`config.mk`:
```
export PLATFORM = sky130hd
export DESIGN_NAME = spi_memory_burst
export DESIGN_NICKNAME = d
export VERILOG_FILES = /design/src/rtl/spi_memory_burst.sv
export SDC_FILE = /design/constraint.sdc
export NUM_CORES = 1
export LEC_CHECK = 0
export BUFFER_PORTS_ARGS = -buffer_cell sky130_fd_sc_hd__buf_2
export CORE_UTILIZATION = 60
export DETAILED_ROUTE_END_ITERATION = 12
export PLACE_DENSITY_LB_ADDON = 0.05
export RECOVER_POWER = 100
export SKIP_LAST_GASP = 1
export SLEW_MARGIN = 5
export SYNTH_ARGS = -nofsm -noshare
export SYNTH_HDL_FRONTEND = slang
export SYNTH_SLANG_ARGS = --single-unit
export TNS_END_PERCENT = 1
```
`constraint.sdc`:
```
create_clock -name clk -period 11.3 [get_ports clk]
set_input_delay 1.695 -clock clk [delete_from_list [all_inputs] [get_ports clk]]
set_output_delay 1.695 -clock clk [all_outputs]
set_load 0.02 [all_outputs]
```
`src/rtl/spi_memory_burst.sv`:
```
// SPI slave fronting a word-addressed memory with auto-incrementing burst reads and writes.
// SPI pins are synchronised into clk; all protocol decisions use the synchronised sclk edges.
module spi_memory_burst #(
  parameter int unsigned ADDR_WIDTH  = 7,
  parameter int unsigned DATA_WIDTH  = 8,
  parameter int unsigned CPOL        = 0,
  parameter int unsigned CPHA        = 0,
  parameter int unsigned SYNC_STAGES = 2
) (
  input  logic       clk,
  input  logic       rst_n,
  input  logic       sclk_pin,
  input  logic       cs_pin,
  input  logic       mosi_pin,
  output logic       miso_pin,
  output logic       miso_oe,
  output logic [3:0] leds,
  output logic       busy
);
  localparam int unsigned DEPTH       = 2 ** ADDR_WIDTH;
  localparam int unsigned SH_W        = (ADDR_WIDTH + 1 > DATA_WIDTH) ? ADDR_WIDTH + 1 : DATA_WIDTH;
  localparam int unsigned CNT_W       = $clog2(SH_W + 1);
  localparam bit          SCLK_IDLE   = (CPOL != 0);
  localparam bit          SAMPLE_RISE = ((CPOL != 0) == (CPHA != 0));
  localparam bit          LATE_PHASE  = (CPHA != 0);

  typedef enum logic [1:0] {S_IDLE, S_ADDR, S_WRITE, S_READ} state_e;

  logic [SYNC_STAGES-1:0] sclk_sync_q, cs_sync_q, mosi_sync_q;
  logic                   sclk_prev_q, cs_prev_q;
  logic                   sclk_s, cs_s, mosi_s;
  logic                   samp_edge, shift_edge, cs_fall;

  state_e                 state_q, state_d;
  logic [ADDR_WIDTH-1:0]  addr_q, addr_d, addr_inc;
  logic [CNT_W-1:0]       cnt_q, cnt_d;
  logic [SH_W-1:0]        shift_q, shift_d;
  logic [DATA_WIDTH-1:0]  out_q, out_d, rd_word;
  logic                   pend_q, pend_d;
  logic                   miso_q, miso_d;
  logic [3:0]             leds_q, leds_d;
  logic                   miso_oe_q, busy_q;

  logic [DATA_WIDTH-1:0]  mem_q [0:DEPTH-1];
  logic                   mem_we;
  logic [DATA_WIDTH-1:0]  mem_wdata;

  // cs synchroniser resets to "selected" so a cs already low at reset release never starts a frame
  always_ff @(posedge clk or negedge rst_n) begin
    if (!rst_n) begin
      sclk_sync_q <= {SYNC_STAGES{SCLK_IDLE}};
      cs_sync_q   <= '0;
      mosi_sync_q <= '0;
      sclk_prev_q <= SCLK_IDLE;
      cs_prev_q   <= 1'b0;
    end else begin
      sclk_sync_q <= {sclk_sync_q[SYNC_STAGES-2:0], sclk_pin};
      cs_sync_q   <= {cs_sync_q[SYNC_STAGES-2:0], cs_pin};
      mosi_sync_q <= {mosi_sync_q[SYNC_STAGES-2:0], mosi_pin};
      sclk_prev_q <= sclk_s;
      cs_prev_q   <= cs_s;
    end
  end

  assign sclk_s     = sclk_sync_q[SYNC_STAGES-1];
  assign cs_s       = cs_sync_q[SYNC_STAGES-1];
  assign mosi_s     = mosi_sync_q[SYNC_STAGES-1];
  assign samp_edge  = SAMPLE_RISE ? (sclk_s & ~sclk_prev_q) : (~sclk_s & sclk_prev_q);
  assign shift_edge = SAMPLE_RISE ? (~sclk_s & sclk_prev_q) : (sclk_s & ~sclk_prev_q);
  assign cs_fall    = cs_prev_q & ~cs_s;
  assign addr_inc   = addr_q + ADDR_WIDTH'(1);

  always_ff @(posedge clk or negedge rst_n) begin
    if (!rst_n) state_q <= S_IDLE;
    else        state_q <= state_d;
  end

  always_comb begin
    state_d = state_q;
    unique case (state_q)
      S_IDLE:  if (cs_fall) state_d = S_ADDR;
      S_ADDR: begin
        if (cs_s) state_d = S_IDLE;
        else if (samp_edge && cnt_q == CNT_W'(ADDR_WIDTH)) state_d = mosi_s ? S_READ : S_WRITE;
      end
      S_WRITE: if (cs_s) state_d = S_IDLE;
      S_READ:  if (cs_s) state_d = S_IDLE;
    endcase
  end

  // Datapath next values; pend marks that the master has sampled the bit currently on miso
  always_comb begin
    addr_d  = addr_q;
    cnt_d   = cnt_q;
    shift_d = shift_q;
    out_d   = out_q;
    pend_d  = pend_q;
    miso_d  = 1'b0;
    leds_d  = leds_q;
    mem_we  = 1'b0;
    rd_word = mem_q[addr_q];
    unique case (state_q)
      S_IDLE: begin
        if (cs_fall) begin
          cnt_d   = '0;
          shift_d = '0;
          out_d   = '0;
          pend_d  = 1'b0;
        end
      end
      S_ADDR: begin
        if (!cs_s && samp_edge) begin
          shift_d = SH_W'({shift_q, mosi_s});
          cnt_d   = cnt_q + CNT_W'(1);
          if (cnt_q == CNT_W'(ADDR_WIDTH)) begin
            addr_d  = shift_q[ADDR_WIDTH-1:0];
            shift_d = '0;
            cnt_d   = '0;
            if (mosi_s) begin
              rd_word = mem_q[shift_q[ADDR_WIDTH-1:0]];
              if (LATE_PHASE) begin
                out_d  = rd_word;
                pend_d = 1'b1;
              end else begin
                miso_d = rd_word[DATA_WIDTH-1];
                out_d  = {rd_word[DATA_WIDTH-2:0], 1'b0};
                cnt_d  = CNT_W'(1);
                pend_d = 1'b0;
              end
            end
          end
        end
      end
      S_WRITE: begin
        if (!cs_s && samp_edge) begin
          shift_d = SH_W'({shift_q, mosi_s});
          cnt_d   = cnt_q + CNT_W'(1);
          if (cnt_q == CNT_W'(DATA_WIDTH - 1)) begin
            mem_we = 1'b1;
            leds_d = shift_d[3:0];
            addr_d = addr_inc;
            cnt_d  = '0;
          end
        end
      end
      S_READ: begin
        miso_d = miso_q;
        if (cs_s) begin
          miso_d = 1'b0;
        end else if (samp_edge) begin
          pend_d = 1'b1;
        end else if (shift_edge && pend_q) begin
          pend_d = 1'b0;
          miso_d = out_q[DATA_WIDTH-1];
          out_d  = {out_q[DATA_WIDTH-2:0], 1'b0};
          cnt_d  = cnt_q + CNT_W'(1);
          if (cnt_q == CNT_W'(DATA_WIDTH - 1)) begin
            addr_d = addr_inc;
            out_d  = mem_q[addr_inc];
            cnt_d  = '0;
          end
        end
      end
    endcase
    mem_wdata = shift_d[DATA_WIDTH-1:0];
  end

  always_ff @(posedge clk or negedge rst_n) begin
    if (!rst_n) begin
      addr_q    <= '0;
      cnt_q     <= '0;
      shift_q   <= '0;
      out_q     <= '0;
      pend_q    <= 1'b0;
      miso_q    <= 1'b0;
      leds_q    <= 4'h0;
      miso_oe_q <= 1'b0;
      busy_q    <= 1'b0;
    end else begin
      addr_q    <= addr_d;
      cnt_q     <= cnt_d;
      shift_q   <= shift_d;
      out_q     <= out_d;
      pend_q    <= pend_d;
      miso_q    <= miso_d & (state_d == S_READ);
      leds_q    <= leds_d;
      miso_oe_q <= (state_d == S_READ);
      busy_q    <= (state_d != S_IDLE);
    end
  end

  // Storage survives reset
  always_ff @(posedge clk) begin
    if (mem_we) mem_q[addr_q] <= mem_wdata;
  end

  assign miso_pin = miso_q;
  assign miso_oe  = miso_oe_q;
  assign leds     = leds_q;
  assign busy     = busy_q;
endmodule

```
==> impl_results.md <==
* Status: finished, violations left
* Failing checks: capacitance limit, slew limit
* Routed Antenna Nets at 0
* Starting density of the core at 0.606
* WP buf/inv at 2
* Nets at 2,809
* Final weighted congestion in routability-driven placement at 0.967
* Switching power total at 0.00184 W
* Final setup viols at 0
* Cells after Synth at 2,828
* Startpoint types: flip-flop
* H-tree levels at 3
* Maximum operating frequency at 124 MHz
* Share of the synthesized area in the top cell type at 0.609
* Hold Path Stages at 0
* Routed WL per cell at 37.6 um
* GR Overflow Total at 0
* Number of cells on the critical path at 4
* Switching Fraction at 0.217
* Share of layout cells above drive strength 1 at 0.246
* Row Count at 106
* Internal power at 0.00666 W
* Reg clk slew, reported paths at 0.06 ns
* Post-route DRC violation count at 0
* Core footprint at 0.0834 mm2
* Critical path's slowest cell: clkbuf_1
* Post-synth top area cell: edfxtp_1
* # clock sinks at 1,069
* Cell Pwr Density at 155 mW/mm2
* Final Hold Fails at 0
* RSZ-0062 raised after global routing: no
* Sequential cell area at 0.0319 mm2
* Multi-input gate area at 0.0175 mm2
* Number of global-route vias before repair at 29,687
* Sequential area share after synthesis at 0.631
* Dominant cells by area after synthesis: edfxtp_1, mux4_2, mux2i_1
* Crit path max-delay family: buffers and inverters
* Largest net degree at the start of global routing at 109
* Clock root buffer: clkbuf_16
* Worst ir drop on vdd at 165 uV
* Finished Cell Area at 0.0549 mm2
* Clock group share of total power at 0.437
* Sequential share of power at 0.508
* Drt first-iter violations at 3,939
* Area Overhead vs Synth at 8.69%
* First-pass GRT wire length at 216 mm
* TritonRoute pass-1 iters at 6
* Cts-stage hold buffer count at 0
* Netlist Area Pre-Place at 0.0505 mm2
* Critical path peak fanout at 54
* Die height at 292 um
* CTS tree: done
* Syn_nets at 2,835
* #FFs+latches synth at 1,069
* Antenna violations before repair at 2
* Crit end category: flip-flop
* Combinational share of power at 0.055
* Min Clock Period, post-route at 8.04 ns
* Relative slew margins at -2.21
* Critical-path cell list: clkbuf_1 -> nand4_1 -> clkbuf_1 -> nor2_1
* Total GRT Usage at 0.356
* Clock skew at 0.0282 ns
* Worst-Margin Slew at 4.82 ns
* Pins over their slew limit at 1,073
* Clk_lat worst skew at 0.70 ns
* Critical path class: flip-flop to flip-flop
* Post-synth EDFFs at 1,024
* Hold Path Class: flip-flop to flip-flop
* Total CTS buffers at 108
* # fillers at 5,574
* Post-DP HPWL at 95.1 mm
* Synthesis Warnings at 0
* Total negative slack at 0 ns
* Vias/cell at 7.53
* Post-CTS setup buffer count at 0
* Synth cell count leaders: edfxtp_1, mux4_2, nand2_1
* Ys flop type: edfxtp_1
* Die X-Extent at 292 um
* Syn Area/Cell at 17.9 um2
* Die area at 0.0854 mm2
* Post-synthesis cell type count at 70
* Worst setup margin at 3.26 ns
* IO Pins at 12
* Critical Path AT at 8.33 ns
* # port buffers at 11
* Top-count cell post-synth: edfxtp_1
* Crit path top cell by count: clkbuf_1
* Leakage at 17.2 nW
* FF-to-FF path depth at 4
* Post-Route WL at 150 mm
* Async S/R FF share, synth at 0.0421
* Placed inst area at 0.0514 mm2
* Post-CTS Resized at 0
* Number of max-cap violations at 20
* Req. time, crit path at 11.60 ns
* Clock Tree Buf Depth at 3
* Pre-CTS WS at 5.80 ns
* Crit path largest cell delay at 3.00 ns
* Fin crit share at 0.711
* Total vias in the final route at 29,958
[routing by layer]
metal / GRT usage / wire [um] / share of wire / vias up
li1: - / - / - / 11811
met1: 0.519 / 57000 / 0.38 / 15738
met2: 0.529 / 68400 / 0.46 / 2067
met3: 0.0825 / 17700 / 0.12 / 338
met4: 0.140 / 6390 / 0.043 / 4
met5: 0 / 23 / 0.00015 / -
[per-stage QoR]
step,power (W),instances,util,hold slack (ns)
CTS,0.00853,3975,0.660,0.349
finish,0.00850,3977,0.658,0.337
detailed placement,0.00486,3772,0.616,0.341
floorplan,0.00475,2828,-,0.331
global route,0.00869,3975,0.658,0.362
global placement,0.00486,3772,0.616,0.333
[flip-flops by register name (all words and copies together) (netlist names), 2 cells and up]
register / cells
sclk_sync_q: 2
shift_q: 8
cs_sync_q: 2
leds: 4
out_q: 8
state_q: 2
mem_q: 1024
cnt_q: 4
addr_q: 7
mosi_sync_q: 2
[path summary, 6_finish.rpt]
| kind | slack (ns) | from | endpoint |
|---|---|---|---|
| min reg2reg | 0.34 | sclk_sync_q[0] | sclk_sync_q[1] |
| min | 0.34 | sclk_sync_q[0] | sclk_sync_q[1] |
| max | 3.26 | addr_q[0] | mem_q[1][1] |
| max in group asynchronous | 7.30 | rst_n | shift_q[1] |
| max reg2reg | 3.26 | addr_q[0] | mem_q[1][1] |
| min in group asynchronous | 2.00 | rst_n | cs_sync_q[0] |
[power groups by stage]
stage / sequential (W) / clock (W) / combinational [W]
after detailed placement: 0.00440 / 0 / 0.000463
after CTS: 0.00432 / 0.00374 / 0.000464
after global routing: 0.00432 / 0.00388 / 0.000488
after global placement: 0.00440 / 0 / 0.000459
final: 0.00432 / 0.00372 / 0.000465
after floorplan: 0.00439 / 0 / 0.000357
[logic make-up after synthesis]
family | share of synthesized area
buffers and inverters | 0.0248
adder cells (fa/ha/maj) | 0.000495
AND/OR/NAND/NOR | 0.0481
multiplexers | 0.252
flip-flops | 0.631
XOR/XNOR | 0.00186
AO/OA/AOI/OAI | 0.0420
[area by class of cell]
| class | count | share of cell area |
|---|---|---|
| inverter | 7 | 0.000501 |
| clock inverter | 69 | 0.0149 |
| multi-input combinational | 1541 | 0.318 |
| sequential | 1069 | 0.581 |
| timing repair buffer | 75 | 0.00855 |
| antenna | 2 | 0.0000912 |
| tap | 1080 | 0.0246 |
| clock buffer | 134 | 0.0523 |
[cell usage in the layout, fill, tap and decap left out, types with 45 or more instances in the layout]
| cell | n |
|---|---|
| clkbuf_16 | 110 |
| buf_4 | 45 |
| o22ai_1 | 49 |
| nand2_1 | 197 |
| clkbuf_1 | 48 |
| mux2i_1 | 191 |
| edfxtp_1 | 1024 |
| a21oi_1 | 61 |
| nor2_1 | 181 |
| mux4_2 | 470 |
| nand3_1 | 55 |
(Power assumes the default switching activity.)
